===== src/rtl/mem_agent_rd_engine_if.sv =====
// AXI4 read-address/read-data channels plus the downstream FIFO write port
// used by the memory agent read engine.
interface mem_agent_rd_engine_if #(
  parameter int DATA_WIDTH = 128,
  parameter int ADDR_WIDTH = 32,
  parameter int ID_WIDTH   = 4
);
  logic                  arvalid;
  logic                  arready;
  logic [ADDR_WIDTH-1:0] araddr;
  logic [7:0]            arlen;
  logic [2:0]            arsize;
  logic [1:0]            arburst;
  logic [ID_WIDTH-1:0]   arid;
  logic                  rvalid;
  logic                  rready;
  logic [DATA_WIDTH-1:0] rdata;
  logic [1:0]            rresp;
  logic                  rlast;
  logic                  fifo_wrreq;
  logic [DATA_WIDTH-1:0] fifo_wdata;
  logic                  fifo_full;

  modport master (
    output arvalid, araddr, arlen, arsize, arburst, arid, rready, fifo_wrreq, fifo_wdata,
    input  arready, rvalid, rdata, rresp, rlast, fifo_full
  );

  modport slave (
    input  arvalid, araddr, arlen, arsize, arburst, arid, rready, fifo_wrreq, fifo_wdata,
    output arready, rvalid, rdata, rresp, rlast, fifo_full
  );
endinterface


===== src/rtl/mem_agent_rd_engine.sv =====
// AXI4 read-traffic engine: issues INCR bursts over an address window with a cap
// on in-flight bursts, forwards read beats into a FIFO and keeps debug counters.
module mem_agent_rd_engine #(
  parameter int                    DATA_WIDTH      = 128,
  parameter int                    ADDR_WIDTH      = 32,
  parameter int                    ID_WIDTH        = 4,
  parameter int                    BURST_BEATS     = 16,
  parameter int                    OUTSTANDING_MAX = 16,
  parameter logic [ADDR_WIDTH-1:0] ADDR_BASE       = 'h4000_0000,
  parameter logic [ADDR_WIDTH-1:0] ADDR_HIGH       = 'h8000_0000,
  parameter int                    CNT_BITS        = 32
) (
  input  logic                         clk,
  input  logic                         rst_n,
  input  logic                         start,
  input  logic                         stop,
  input  logic [CNT_BITS-1:0]          num_bursts,
  mem_agent_rd_engine_if.master        bus,
  output logic                         busy,
  output logic                         done,
  output logic [8:0]                   outstanding,
  output logic                         err_sticky,
  output logic [CNT_BITS-1:0]          bursts_issued,
  output logic [CNT_BITS-1:0]          beats_rcvd,
  output logic [CNT_BITS-1:0]          err_beats,
  output logic [CNT_BITS-1:0]          run_cycles
);

  localparam int                  BURST_BYTES = BURST_BEATS * DATA_WIDTH / 8;
  localparam logic [ADDR_WIDTH:0] BURST_STEP  = (ADDR_WIDTH+1)'(BURST_BYTES);
  localparam logic [8:0]          OUT_MAX     = 9'(OUTSTANDING_MAX);
  localparam logic [CNT_BITS-1:0] CNT_MAX     = '1;

  typedef enum logic [1:0] {S_IDLE, S_RUN, S_DRAIN, S_DONE} state_t;

  state_t                state_reg, state_next;
  logic                  arvalid_reg, arvalid_next;
  logic                  stop_seen_reg, stop_seen_next;
  logic [8:0]            outstanding_reg, outstanding_next;
  logic [ADDR_WIDTH-1:0] araddr_reg;
  logic [ID_WIDTH-1:0]   arid_reg;
  logic [CNT_BITS-1:0]   num_reg;
  logic [CNT_BITS-1:0]   bursts_reg, bursts_next;
  logic [CNT_BITS-1:0]   beats_reg, err_beats_reg, run_cycles_reg;
  logic                  err_sticky_reg;
  logic                  clear;

  logic                  ar_hs, ar_pending, r_hs, r_err, rlast_dec, limit_hit, busy_int;
  logic [ADDR_WIDTH:0]   addr_sum;
  logic [ADDR_WIDTH-1:0] araddr_step;

  function automatic logic [CNT_BITS-1:0] sat_inc(input logic [CNT_BITS-1:0] v, input logic en);
    return (en && (v != CNT_MAX)) ? v + 1'b1 : v;
  endfunction

  assign bus.arvalid    = arvalid_reg;
  assign bus.araddr     = araddr_reg;
  assign bus.arid       = arid_reg;
  assign bus.arlen      = 8'(BURST_BEATS - 1);
  assign bus.arsize     = 3'($clog2(DATA_WIDTH / 8));
  assign bus.arburst    = 2'b01;
  assign bus.rready     = !bus.fifo_full;
  assign bus.fifo_wrreq = bus.rvalid && bus.rready;
  assign bus.fifo_wdata = bus.rdata;

  assign ar_hs      = arvalid_reg && bus.arready;
  assign ar_pending = arvalid_reg && !bus.arready;
  assign r_hs       = bus.rvalid && bus.rready;
  assign r_err      = (bus.rresp != 2'b00);
  // A stray rlast with nothing in flight must not underflow the count.
  assign rlast_dec  = r_hs && bus.rlast && (outstanding_reg != 9'd0);
  assign bursts_next = sat_inc(bursts_reg, ar_hs);
  assign limit_hit  = ar_hs && (num_reg != '0) && (bursts_next == num_reg);
  assign busy_int   = (state_reg == S_RUN) || (state_reg == S_DRAIN);

  assign addr_sum    = {1'b0, araddr_reg} + BURST_STEP;
  assign araddr_step = (addr_sum >= {1'b0, ADDR_HIGH}) ? ADDR_BASE : addr_sum[ADDR_WIDTH-1:0];

  always_comb begin
    outstanding_next = outstanding_reg;
    if (ar_hs && !rlast_dec)
      outstanding_next = outstanding_reg + 9'd1;
    else if (!ar_hs && rlast_dec)
      outstanding_next = outstanding_reg - 9'd1;
  end

  always_comb begin
    state_next     = state_reg;
    arvalid_next   = arvalid_reg;
    stop_seen_next = stop_seen_reg;
    clear          = 1'b0;
    case (state_reg)
      S_IDLE: begin
        if (start) begin
          state_next     = S_RUN;
          arvalid_next   = 1'b1;
          stop_seen_next = 1'b0;
          clear          = 1'b1;
        end
      end
      S_RUN: begin
        if (stop)
          stop_seen_next = 1'b1;
        // A stop arriving while an AR is pending waits for that handshake.
        if (limit_hit || ((stop || stop_seen_reg) && !ar_pending)) begin
          state_next   = S_DRAIN;
          arvalid_next = 1'b0;
        end else begin
          arvalid_next = ar_pending || (outstanding_next < OUT_MAX);
        end
      end
      S_DRAIN: begin
        arvalid_next = 1'b0;
        if (outstanding_reg == 9'd0)
          state_next = S_DONE;
      end
      S_DONE: begin
        arvalid_next = 1'b0;
        state_next   = S_IDLE;
      end
      default: begin
        arvalid_next = 1'b0;
        state_next   = S_IDLE;
      end
    endcase
  end

  always_ff @(posedge clk or negedge rst_n) begin
    if (!rst_n) begin
      state_reg       <= S_IDLE;
      arvalid_reg     <= 1'b0;
      stop_seen_reg   <= 1'b0;
      outstanding_reg <= 9'd0;
      araddr_reg      <= ADDR_BASE;
      arid_reg        <= '0;
      num_reg         <= '0;
      bursts_reg      <= '0;
      beats_reg       <= '0;
      err_beats_reg   <= '0;
      run_cycles_reg  <= '0;
      err_sticky_reg  <= 1'b0;
    end else begin
      state_reg       <= state_next;
      arvalid_reg     <= arvalid_next;
      stop_seen_reg   <= stop_seen_next;
      outstanding_reg <= outstanding_next;
      if (clear) begin
        araddr_reg     <= ADDR_BASE;
        arid_reg       <= '0;
        num_reg        <= num_bursts;
        bursts_reg     <= '0;
        beats_reg      <= '0;
        err_beats_reg  <= '0;
        run_cycles_reg <= '0;
        err_sticky_reg <= 1'b0;
      end else begin
        if (ar_hs) begin
          araddr_reg <= araddr_step;
          arid_reg   <= arid_reg + 1'b1;
        end
        bursts_reg     <= bursts_next;
        beats_reg      <= sat_inc(beats_reg, r_hs);
        err_beats_reg  <= sat_inc(err_beats_reg, r_hs && r_err);
        run_cycles_reg <= sat_inc(run_cycles_reg, busy_int);
        if (r_hs && r_err)
          err_sticky_reg <= 1'b1;
      end
    end
  end

  assign busy          = busy_int;
  assign done          = (state_reg == S_DONE);
  assign outstanding   = outstanding_reg;
  assign err_sticky    = err_sticky_reg;
  assign bursts_issued = bursts_reg;
  assign beats_rcvd    = beats_reg;
  assign err_beats     = err_beats_reg;
  assign run_cycles    = run_cycles_reg;

endmodule


===== src/flat_wrapper.sv =====
// flat-port wrapper written by rule: the top's interface ports become plain ports
module mem_agent_rd_engine_flat 
#(
  parameter int                    DATA_WIDTH      = 128,
  parameter int                    ADDR_WIDTH      = 32,
  parameter int                    ID_WIDTH        = 4,
  parameter int                    BURST_BEATS     = 16,
  parameter int                    OUTSTANDING_MAX = 16,
  parameter logic [ADDR_WIDTH-1:0] ADDR_BASE       = 'h4000_0000,
  parameter logic [ADDR_WIDTH-1:0] ADDR_HIGH       = 'h8000_0000,
  parameter int                    CNT_BITS        = 32
)
  (clk, rst_n, start, stop, num_bursts, busy, done, outstanding, err_sticky, bursts_issued, beats_rcvd, err_beats, run_cycles, bus_arvalid, bus_araddr, bus_arlen, bus_arsize, bus_arburst, bus_arid, bus_rready, bus_fifo_wrreq, bus_fifo_wdata, bus_arready, bus_rvalid, bus_rdata, bus_rresp, bus_rlast, bus_fifo_full);
  mem_agent_rd_engine_if #(.DATA_WIDTH(DATA_WIDTH), .ADDR_WIDTH(ADDR_WIDTH), .ID_WIDTH(ID_WIDTH)) bus_i ();
  input  logic clk;
  input  logic rst_n;
  input  logic start;
  input  logic stop;
  input  logic [CNT_BITS-1:0] num_bursts;
  output logic busy;
  output logic done;
  output logic [8:0] outstanding;
  output logic err_sticky;
  output logic [CNT_BITS-1:0] bursts_issued;
  output logic [CNT_BITS-1:0] beats_rcvd;
  output logic [CNT_BITS-1:0] err_beats;
  output logic [CNT_BITS-1:0] run_cycles;
  output wire logic [$bits(bus_i.arvalid)-1:0] bus_arvalid;
  output wire logic [$bits(bus_i.araddr)-1:0] bus_araddr;
  output wire logic [$bits(bus_i.arlen)-1:0] bus_arlen;
  output wire logic [$bits(bus_i.arsize)-1:0] bus_arsize;
  output wire logic [$bits(bus_i.arburst)-1:0] bus_arburst;
  output wire logic [$bits(bus_i.arid)-1:0] bus_arid;
  output wire logic [$bits(bus_i.rready)-1:0] bus_rready;
  output wire logic [$bits(bus_i.fifo_wrreq)-1:0] bus_fifo_wrreq;
  output wire logic [$bits(bus_i.fifo_wdata)-1:0] bus_fifo_wdata;
  input wire logic [$bits(bus_i.arready)-1:0] bus_arready;
  input wire logic [$bits(bus_i.rvalid)-1:0] bus_rvalid;
  input wire logic [$bits(bus_i.rdata)-1:0] bus_rdata;
  input wire logic [$bits(bus_i.rresp)-1:0] bus_rresp;
  input wire logic [$bits(bus_i.rlast)-1:0] bus_rlast;
  input wire logic [$bits(bus_i.fifo_full)-1:0] bus_fifo_full;
  assign bus_arvalid = bus_i.arvalid;
  assign bus_araddr = bus_i.araddr;
  assign bus_arlen = bus_i.arlen;
  assign bus_arsize = bus_i.arsize;
  assign bus_arburst = bus_i.arburst;
  assign bus_arid = bus_i.arid;
  assign bus_rready = bus_i.rready;
  assign bus_fifo_wrreq = bus_i.fifo_wrreq;
  assign bus_fifo_wdata = bus_i.fifo_wdata;
  assign bus_i.arready = bus_arready;
  assign bus_i.rvalid = bus_rvalid;
  assign bus_i.rdata = bus_rdata;
  assign bus_i.rresp = bus_rresp;
  assign bus_i.rlast = bus_rlast;
  assign bus_i.fifo_full = bus_fifo_full;
  mem_agent_rd_engine #(.DATA_WIDTH(DATA_WIDTH), .ADDR_WIDTH(ADDR_WIDTH), .ID_WIDTH(ID_WIDTH), .BURST_BEATS(BURST_BEATS), .OUTSTANDING_MAX(OUTSTANDING_MAX), .ADDR_BASE(ADDR_BASE), .ADDR_HIGH(ADDR_HIGH), .CNT_BITS(CNT_BITS)) u_core (.clk(clk), .rst_n(rst_n), .start(start), .stop(stop), .num_bursts(num_bursts), .bus(bus_i), .busy(busy), .done(done), .outstanding(outstanding), .err_sticky(err_sticky), .bursts_issued(bursts_issued), .beats_rcvd(beats_rcvd), .err_beats(err_beats), .run_cycles(run_cycles));
endmodule

===== config.mk =====
export PLATFORM = sky130hd
export DESIGN_NAME = mem_agent_rd_engine_flat
export DESIGN_NICKNAME = d
export VERILOG_FILES = /design/src/rtl/mem_agent_rd_engine_if.sv /design/src/rtl/mem_agent_rd_engine.sv /design/src/flat_wrapper.sv
export SDC_FILE = /design/constraint.sdc
export NUM_CORES = 1
export LEC_CHECK = 0
export CAP_MARGIN = 20
export CORE_AREA = 2 2 189 191
export DETAILED_ROUTE_END_ITERATION = 10
export DIE_AREA = 0 0 191 193
export PLACE_DENSITY = 0.71
export SLEW_MARGIN = 20
export SYNTH_ARGS = -nofsm -noshare
export SYNTH_HDL_FRONTEND = slang
export SYNTH_SLANG_ARGS = --single-unit

===== constraint.sdc =====
create_clock -name clk -period 6.8 [get_ports clk]
set_clock_uncertainty 0.1 [all_clocks]
set_input_delay 1.36 -clock clk [delete_from_list [all_inputs] [get_ports clk]]
set_output_delay 1.36 -clock clk [all_outputs]
set_load 0.01 [all_outputs]

==> key figures, run 1 <==
Run status
  – Status: complete, no violations

Logic synthesis
  – Post-Syn Area: 12260 um2
  – FFs w/ async S/R, synth: 100.0%
  – Proportion of synthesized area in mux cells: 0.6121%
  – Simple-Gate Fraction of Synth Area: 26.58%
  – Most used DFF post-synth: dfrtp_1
  – Leading area contributor after synthesis: dfrtp_1
  – Top cells by count, synth: 201 x dfrtp_1, 198 x nand2_1, 171 x nor2_1, 151 x buf_4, 92 x xor2_1
  – Count leader, synth: dfrtp_1
  – Seq/Total Area, Yosys: 41.23%
  – Post-synth top area share: 41.01%
  – Mapped Avg Cell Area: 8.686 um2
  – YS warnings: 0
  – Yosys reg bits: 202
  – Netlist cell types: 79
  – Synth Area in Adders: 1.632%
  – Compound-Gate Fraction of Synth Area: 7.754%
  – Largest family of logic cells by synthesized area: simple AND/OR/NAND/NOR gates
  – EDFF count, synth: 0
  – Top post-synthesis cells by area: dfrtp_1 41%, buf_4 9.2%, xor2_1 6.6%
  – Synth Instances: 1412
  – XOR/XNOR Fraction of Synth Area: 10.51%

Placement
  – Pre-CTS setup slack: 0.8538 ns
  – Routability cong.: 0.9622
  – DP HPWL: 27270 um
  – Dpl cells: 1913
  – Placed cell area: 13760 um2
  – Port Buf Inserts: 212

Job
  – Max cap viols: 0

Floorplanning
  – Ports: 490
  – Cell Rows: 69
  – Area of the core: 34960 um2
  – Die area: 36860 um2
  – Initial Util: 35.08%
  – Die height: 193 um
  – Die Wd: 191 um

Finish
  – Layout Nets: 1664
  – Utilization after layout: 41.99%
  – Share of cells above drive strength 1: 4.880%
  – Area grow syn2layout: 19.72%
  – Final instance area: 14680 um2
  – Post-route insts no fill: 1957
  – Fill count: 3400
  – Multi-input logic area: 5867 um2
  – Antenna fix cells: 0
  – Register area: 5056 um2

Timing
  – Final setup violation count: 0
  – Crit path setup slack, layout: 1.394 ns
  – Final Max Slew Viols: 0
  – Final Hold Viols: 0
  – Achievable clock frequency: 0.1850 GHz
  – Slew HR: 33.20%
  – Fin Hold WS: 0.4349 ns
  – Slew @ Worst Pin: 0.9954 ns
  – Sum Neg Setup Slack: 0 ns
  – RSZ-0062 raised after global routing: false
  – Tcrit/Tclk final: 79.50%
  – Crit path time final: 5.406 ns

Clocking
  – Cts hold-fix bufs: 0
  – Clock sink total: 202
  – CTS tree: done
  – Clock buffer depth: 3
  – Post-CTS Resized: 0
  – Worst-path clk slew: 0.06 ns
  – Cts bufs inserted: 24
  – Clock root cell: clkbuf_16
  – Postcts setup bufs: 0
  – Clock latency on the worst-skew pair: 0.54 ns
  – Htree depth: 1

Critical path
  – Worst r2r path cells: 11
  – CP max stage delay: 0.66 ns
  – Worst setup path start: bus_arready
  – Slowest-stage cell, CP: clkdlybuf4s50_1
  – Worst r2r src: u_core.bursts_issued[1]$_DFF_PN0_
  – Crit path buffers/inverters: 1
  – Arrival @ worst endpoint: 5.72 ns
  – Worst path required time: 7.12 ns
  – Reg2reg setup slack: 1.82 ns
  – Crit end category: flip-flop
  – Crit Path Max Fanout: 6
  – Worst-path cell chain: clkdlybuf4s50_1 > nand4_1 > nor4_1 > nand2_1 > nor4_1 > xor3_4 > a2111oi_1 > nand4_1 > nor4_2 > o21ai_2 > mux2_4
  – CP top delay family: simple AND/OR/NAND/NOR gates
  – Crit path depth: 11
  – CP Launch Type: input pin
  – CP Class: in -> reg
  – CP endpoint: u_core.state_reg[1]$_DFFE_PN0P_
  – Reg2reg end: u_core.state_reg[1]$_DFFE_PN0P_

Power
  – Power Total: 4.361 mW
  – Worst VDD drop: 220.4 uV
  – Lkg Pwr: 6.251 nW
  – Pwr Density: 297.0 nW/um2

Routing
  – WL per Instance: 19.29 um
  – DRT iter0 DRCs: 613
  – Wl on met1: 15410 um
  – Top layer in use: met4
  – Drt pass-1 iters: 8
  – Final antenna-violating net count: 0
  – Met3 WL post-DR: 3114 um
  – Drt total wl: 37760 um
  – DRC violations left: 0
  – Met2 Wirelength: 17480 um
  – Avg Vias per Cell: 5.325
  – Via count: 10420

Global route
  – Largest net degree at the start of global routing: 111
  – GRT Resource Usage Total: 19.87%
  – Total grt overflow: 0
  – First-pass GRT wire length: 58090 um
  – Vias in the first global route: 10210
  – Initial antenna violation count: 0

Worst hold path
  – Hold Path Class: reg -> reg
cell families after synthesis:
family          after synthesis
xor+xnor                    145
buf+inv                     221
fa+ha+maj                    16
mux                           7
simple gates                667
flops                       202
other cells                   2
compound gates              152
how the worst min path moves through the flow:
stage / startpoint / end / slack, ns / depth (start not counted)
floorplan: u_core.num_reg[23]$_DFFE_PN0P_ / u_core.num_reg[23]$_DFFE_PN0P_ / 0.37 / 2
global placement: u_core.bus.araddr[28]$_DFFE_PN0P_ / u_core.bus.araddr[28]$_DFFE_PN0P_ / 0.42 / 1
detailed placement: u_core.err_sticky$_DFFE_PN0P_ / u_core.err_sticky$_DFFE_PN0P_ / 0.41 / 2
CTS: u_core.bus.araddr[28]$_DFFE_PN0P_ / u_core.bus.araddr[28]$_DFFE_PN0P_ / 0.44 / 1
global route: u_core.bus.araddr[28]$_DFFE_PN0P_ / u_core.bus.araddr[28]$_DFFE_PN0P_ / 0.45 / 1
finish: u_core.bus.araddr[28]$_DFFE_PN0P_ / u_core.bus.araddr[28]$_DFFE_PN0P_ / 0.43 / 1
layout make-up:
class | instances | share of cell area (%)
multi-input cells | 1008 | 39.96
flip-flops and latches | 202 | 34.44
inverters | 23 | 0.5880
well taps | 461 | 3.928
repair buffers | 219 | 14.84
clock buffers | 30 | 4.448
clock inverters | 14 | 1.807
worst reg2reg max path: stages (launching register included):
cell and delay, ns:
dfrtp_1 0.52, ha_1 0.25, nand4_1 0.28, nor3_1 0.65, and3_1 0.85, or3_2 0.27
o211ai_1 0.07, or4_1 0.42, or4_1 0.45, nor4_2 0.55, o21ai_2 0.13, mux2_4 0.31
layout by cell type, fill, tap and decap left out, types with 4 or more instances in the layout:
master,Yosys,layout
a211oi_1,7,7
inv_1,22,22
nand4_1,49,49
nor2b_1,11,11
buf_4,151,7
nand2b_1,5,5
and2_1,18,17
nor3_1,24,24
or4_1,6,6
nor4_1,24,24
nor2_1,171,170
nand3_1,67,67
clkdlybuf4s50_1,0,211
dfrtp_1,201,201
o31ai_1,5,5
conb_1,2,21
or3_1,16,16
and3_1,33,33
xnor2_1,52,52
o211ai_1,6,6
o21ai_0,58,58
mux2i_1,6,6
ha_1,16,16
nand2_1,198,198
a21oi_1,34,34
bufinv_16,0,7
clkbuf_8,1,4
and4_1,20,20
clkbuf_16,0,24
xor2_1,92,92
power breakdown:
group	switching [mW]	internal (mW)	leakage (nW)
logic	0.655	0.515	3.08
clock network	0.541	0.948	0.443
registers	0.316	1.39	2.73
total	1.51	2.85	6.25
per-layer routing:
metal  vias to the layer above  global-route usage, %
met1                      5065                  24.48
met4                         0                  8.617
met3                       124                  5.195
li1                       4823                      -
met5                         -                      0
met2                       409                  32.90
No activity file was read; power rests on OpenSTA's default activity.
==> run 2, diff against run 1 <==
--- a/config.mk
+++ b/config.mk
@@ -6,10 +6,10 @@
 export NUM_CORES = 1
 export LEC_CHECK = 0
 export CAP_MARGIN = 20
-export CORE_AREA = 2 2 189 191
+export CORE_AREA = 2 2 191 193
 export DETAILED_ROUTE_END_ITERATION = 10
-export DIE_AREA = 0 0 191 193
-export PLACE_DENSITY = 0.71
+export DIE_AREA = 0 0 193 195
+export PLACE_DENSITY = 0.7
 export SLEW_MARGIN = 20
 export SYNTH_ARGS = -nofsm -noshare
 export SYNTH_HDL_FRONTEND = slang
==> constraint.sdc (replaced) <==
create_clock -name clk -period 5.3 [get_ports clk]
set_clock_uncertainty 0.1 [all_clocks]
set_input_delay 1.06 -clock clk [delete_from_list [all_inputs] [get_ports clk]]
set_output_delay 1.06 -clock clk [all_outputs]
set_load 0.01 [all_outputs]
==> run 2 against run 1 <==
- critical path depth rose by 2
- cell count rose by 0.56%
- design area fell by 0.20%
- clock power rose by 12%
- die area rose by 2.1%
- via count fell by 0.23%
- sequential power rose by 28%
- combinational power rose by 28%
- global-route usage fell by 0.39 points
- setup slack got worse by 0.74 ns
- critical endpoint unchanged
- highest routed layer unchanged
==> key figures, run 2 (synthesized netlist as in run 1, its figures left out) <==
Critical path
  – Crit Path Max Fanout: 6 (unchanged)
  – Arrival @ worst endpoint: 4.95 ns (-0.77 ns)
  – Reg2reg end: u_core.state_reg[1]$_DFFE_PN0P_
  – CP Class: in -> reg
  – Reg2reg setup slack: 0.71 ns (-1.11 ns)
  – Worst setup path start: bus_arready
  – Worst path required time: 5.61 ns (-1.51 ns)
  – CP Launch Type: input pin
  – Crit end category: flip-flop
  – CP max stage delay: 0.64 ns (-0.02 ns)
  – CP endpoint: u_core.state_reg[1]$_DFFE_PN0P_
  – Worst r2r path cells: 11 (unchanged)
  – Slowest-stage cell, CP: clkdlybuf4s50_1
  – Worst r2r src: u_core.bursts_issued[0]$_DFF_PN0_
  – Worst-path cell chain: clkdlybuf4s50_1 > nand4_1 > nor4_1 > nand2_1 > nor4_1 > buf_4 > xor3_4 > a2111oi_1 > nand4_1 > nor4_2 > buf_4 > o21ai_2 > mux2_4

Routing
  – Via count: 10400 (-0.23%)
  – Avg Vias per Cell: 5.283 (-0.79%)
  – Drt total wl: 37410 um (-0.94%)
  – Final antenna-violating net count: 0 (unchanged)
  – DRC violations left: 0 (unchanged)
  – DRT iter0 DRCs: 600 (-2.1%)
  – Drt pass-1 iters: 5 (-3)
  – WL per Instance: 19.01 um (-1.5%)

Floorplanning
  – Cell Rows: 69 (unchanged)
  – Die height: 195 um (+1.0%)
  – Die area: 37640 um2 (+2.1%)
  – Initial Util: 34.65% (-0.43 points)
  – Die Wd: 193 um (+1.0%)
  – Area of the core: 35400 um2 (+1.2%)
  – Ports: 490 (unchanged)

Timing
  – Sum Neg Setup Slack: 0 ns (unchanged)
  – Final Hold Viols: 0 (unchanged)
  – Tcrit/Tclk final: 87.57%
  – Slew @ Worst Pin: 0.8894 ns (-0.1060 ns)
  – Crit path time final: 4.641 ns
  – Final Max Slew Viols: 0 (unchanged)
  – Final setup violation count: 0 (unchanged)
  – RSZ-0062 raised after global routing: false
  – Slew HR: 40.71% (+7.5 points)
  – Fin Hold WS: 0.3838 ns (-0.05110 ns)
  – Achievable clock frequency: 0.2155 GHz

Clocking
  – Cts bufs inserted: 24 (unchanged)
  – Clock root cell: clkbuf_16
  – Cts hold-fix bufs: 0 (unchanged)
  – Clock latency on the worst-skew pair: 0.52 ns (-0.02 ns)
  – Postcts setup bufs: 0 (unchanged)
  – Post-CTS Resized: 0 (unchanged)
  – Htree depth: 1 (unchanged)
  – Clock sink total: 202 (unchanged)
  – Clock buffer depth: 3 (unchanged)
  – Worst-path clk slew: 0.06 ns (about the same)
  – CTS tree: done

Finish
  – Layout Nets: 1676 (+0.72%)
  – Most frequent cells in the layout: 211 x clkdlybuf4s50_1, 201 x dfrtp_1, 198 x nand2_1
  – Antenna fix cells: 0 (unchanged)
  – Fill count: 3517 (+3.4%)
  – Most common cell after layout, fill and taps aside: clkdlybuf4s50_1
  – Share of cells above drive strength 1: 5.242% (+0.36 points)
  – Area grow syn2layout: 19.49%

Job
  – Max cap viols: 0 (unchanged)

Global route
  – Largest net degree at the start of global routing: 86 (-23%)
  – Total grt overflow: 0 (unchanged)
  – Initial antenna violation count: 0 (unchanged)
  – First-pass GRT wire length: 58120 um (about the same)
  – GRT Resource Usage Total: 19.47% (-0.39 points)
  – Vias in the first global route: 10290 (+0.80%)

Placement
  – DP HPWL: 27650 um (+1.4%)
  – Routability cong.: 0.9562 (-0.62%)
  – Port Buf Inserts: 212 (unchanged)

Power
  – Lkg Pwr: 6.246 nW (about the same)
  – Power Total: 5.345 mW (+23%)
  – Worst VDD drop: 220.6 uV (+0.12%)
  – Pwr Density: 364.7 nW/um2 (+23%)

Worst hold path
  – Hold Path Class: in -> async

Run status
  – Status: complete, no violations
## run 2: layout make-up
cell class / instances / area (um2) / share of cell area (%)
Inverter: 23 / 86.33 / 0.5891
Clock inverter: 7 / 102.6 / 0.7001
Clock buffer: 36 / 695.7 / 4.747
Sequential cell: 202 / 5056 / 34.50
Multi-Input combinational cell: 1008 / 5856 / 39.96
Tap cell: 461 / 576.8 / 3.936
Timing Repair Buffer: 231 / 2281 / 15.57
## run 2: metal layers
layer  track usage (%)  wire [um]
met1             24.09      15010
met2             31.57      17560
met3             5.284       3006
met4             8.838       1828
met5                 0          0
## run 2: worst min-delay path by stage
stage / to / slack (ns) / cells past startpoint
after floorplan: u_core.num_reg[23]$_DFFE_PN0P_ / 0.37 / 2
after global placement: u_core.bus.araddr[29]$_DFFE_PN0P_ / 0.41 / 1
after detailed placement: u_core.outstanding[8]$_DFF_PN0_ / 0.43 / 1
after CTS: u_core.bursts_issued[13]$_DFF_PN0_ / 0.39 / 1
after global routing: u_core.bursts_issued[13]$_DFF_PN0_ / 0.41 / 1
final: u_core.bursts_issued[13]$_DFF_PN0_ / 0.38 / 1
## run 2: critical path: cells and delay by family
family | cells | cell delay [ns]
mux | 1 | 0.31
simple gates | 6 | 1.75
compound gates | 2 | 0.53
xor+xnor | 1 | 0.30
buf+inv | 3 | 0.98
## run 2: where the power goes
group / internal, mW / switching [mW] / total [mW]
Sequential: 1.78 / 0.392 / 2.17
Clock: 1.00 / 0.665 / 1.67
Combinational: 0.670 / 0.834 / 1.50
Total: 3.45 / 1.89 / 5.34
## run 2: through the flow
stage | area (um2) | setup slack, ns | util [%] | std cells
global route | 14650 | 0.4085 | 41.40 | 1968
global placement | 13860 | 0.2200 | 39.14 | 1925
floorplan | 12340 | 1.296 | - | 1431
CTS | 14650 | 0.7137 | 41.40 | 1968
finish | 14650 | 0.6589 | 41.40 | 1968
detailed placement | 13860 | 0.1782 | 39.14 | 1925
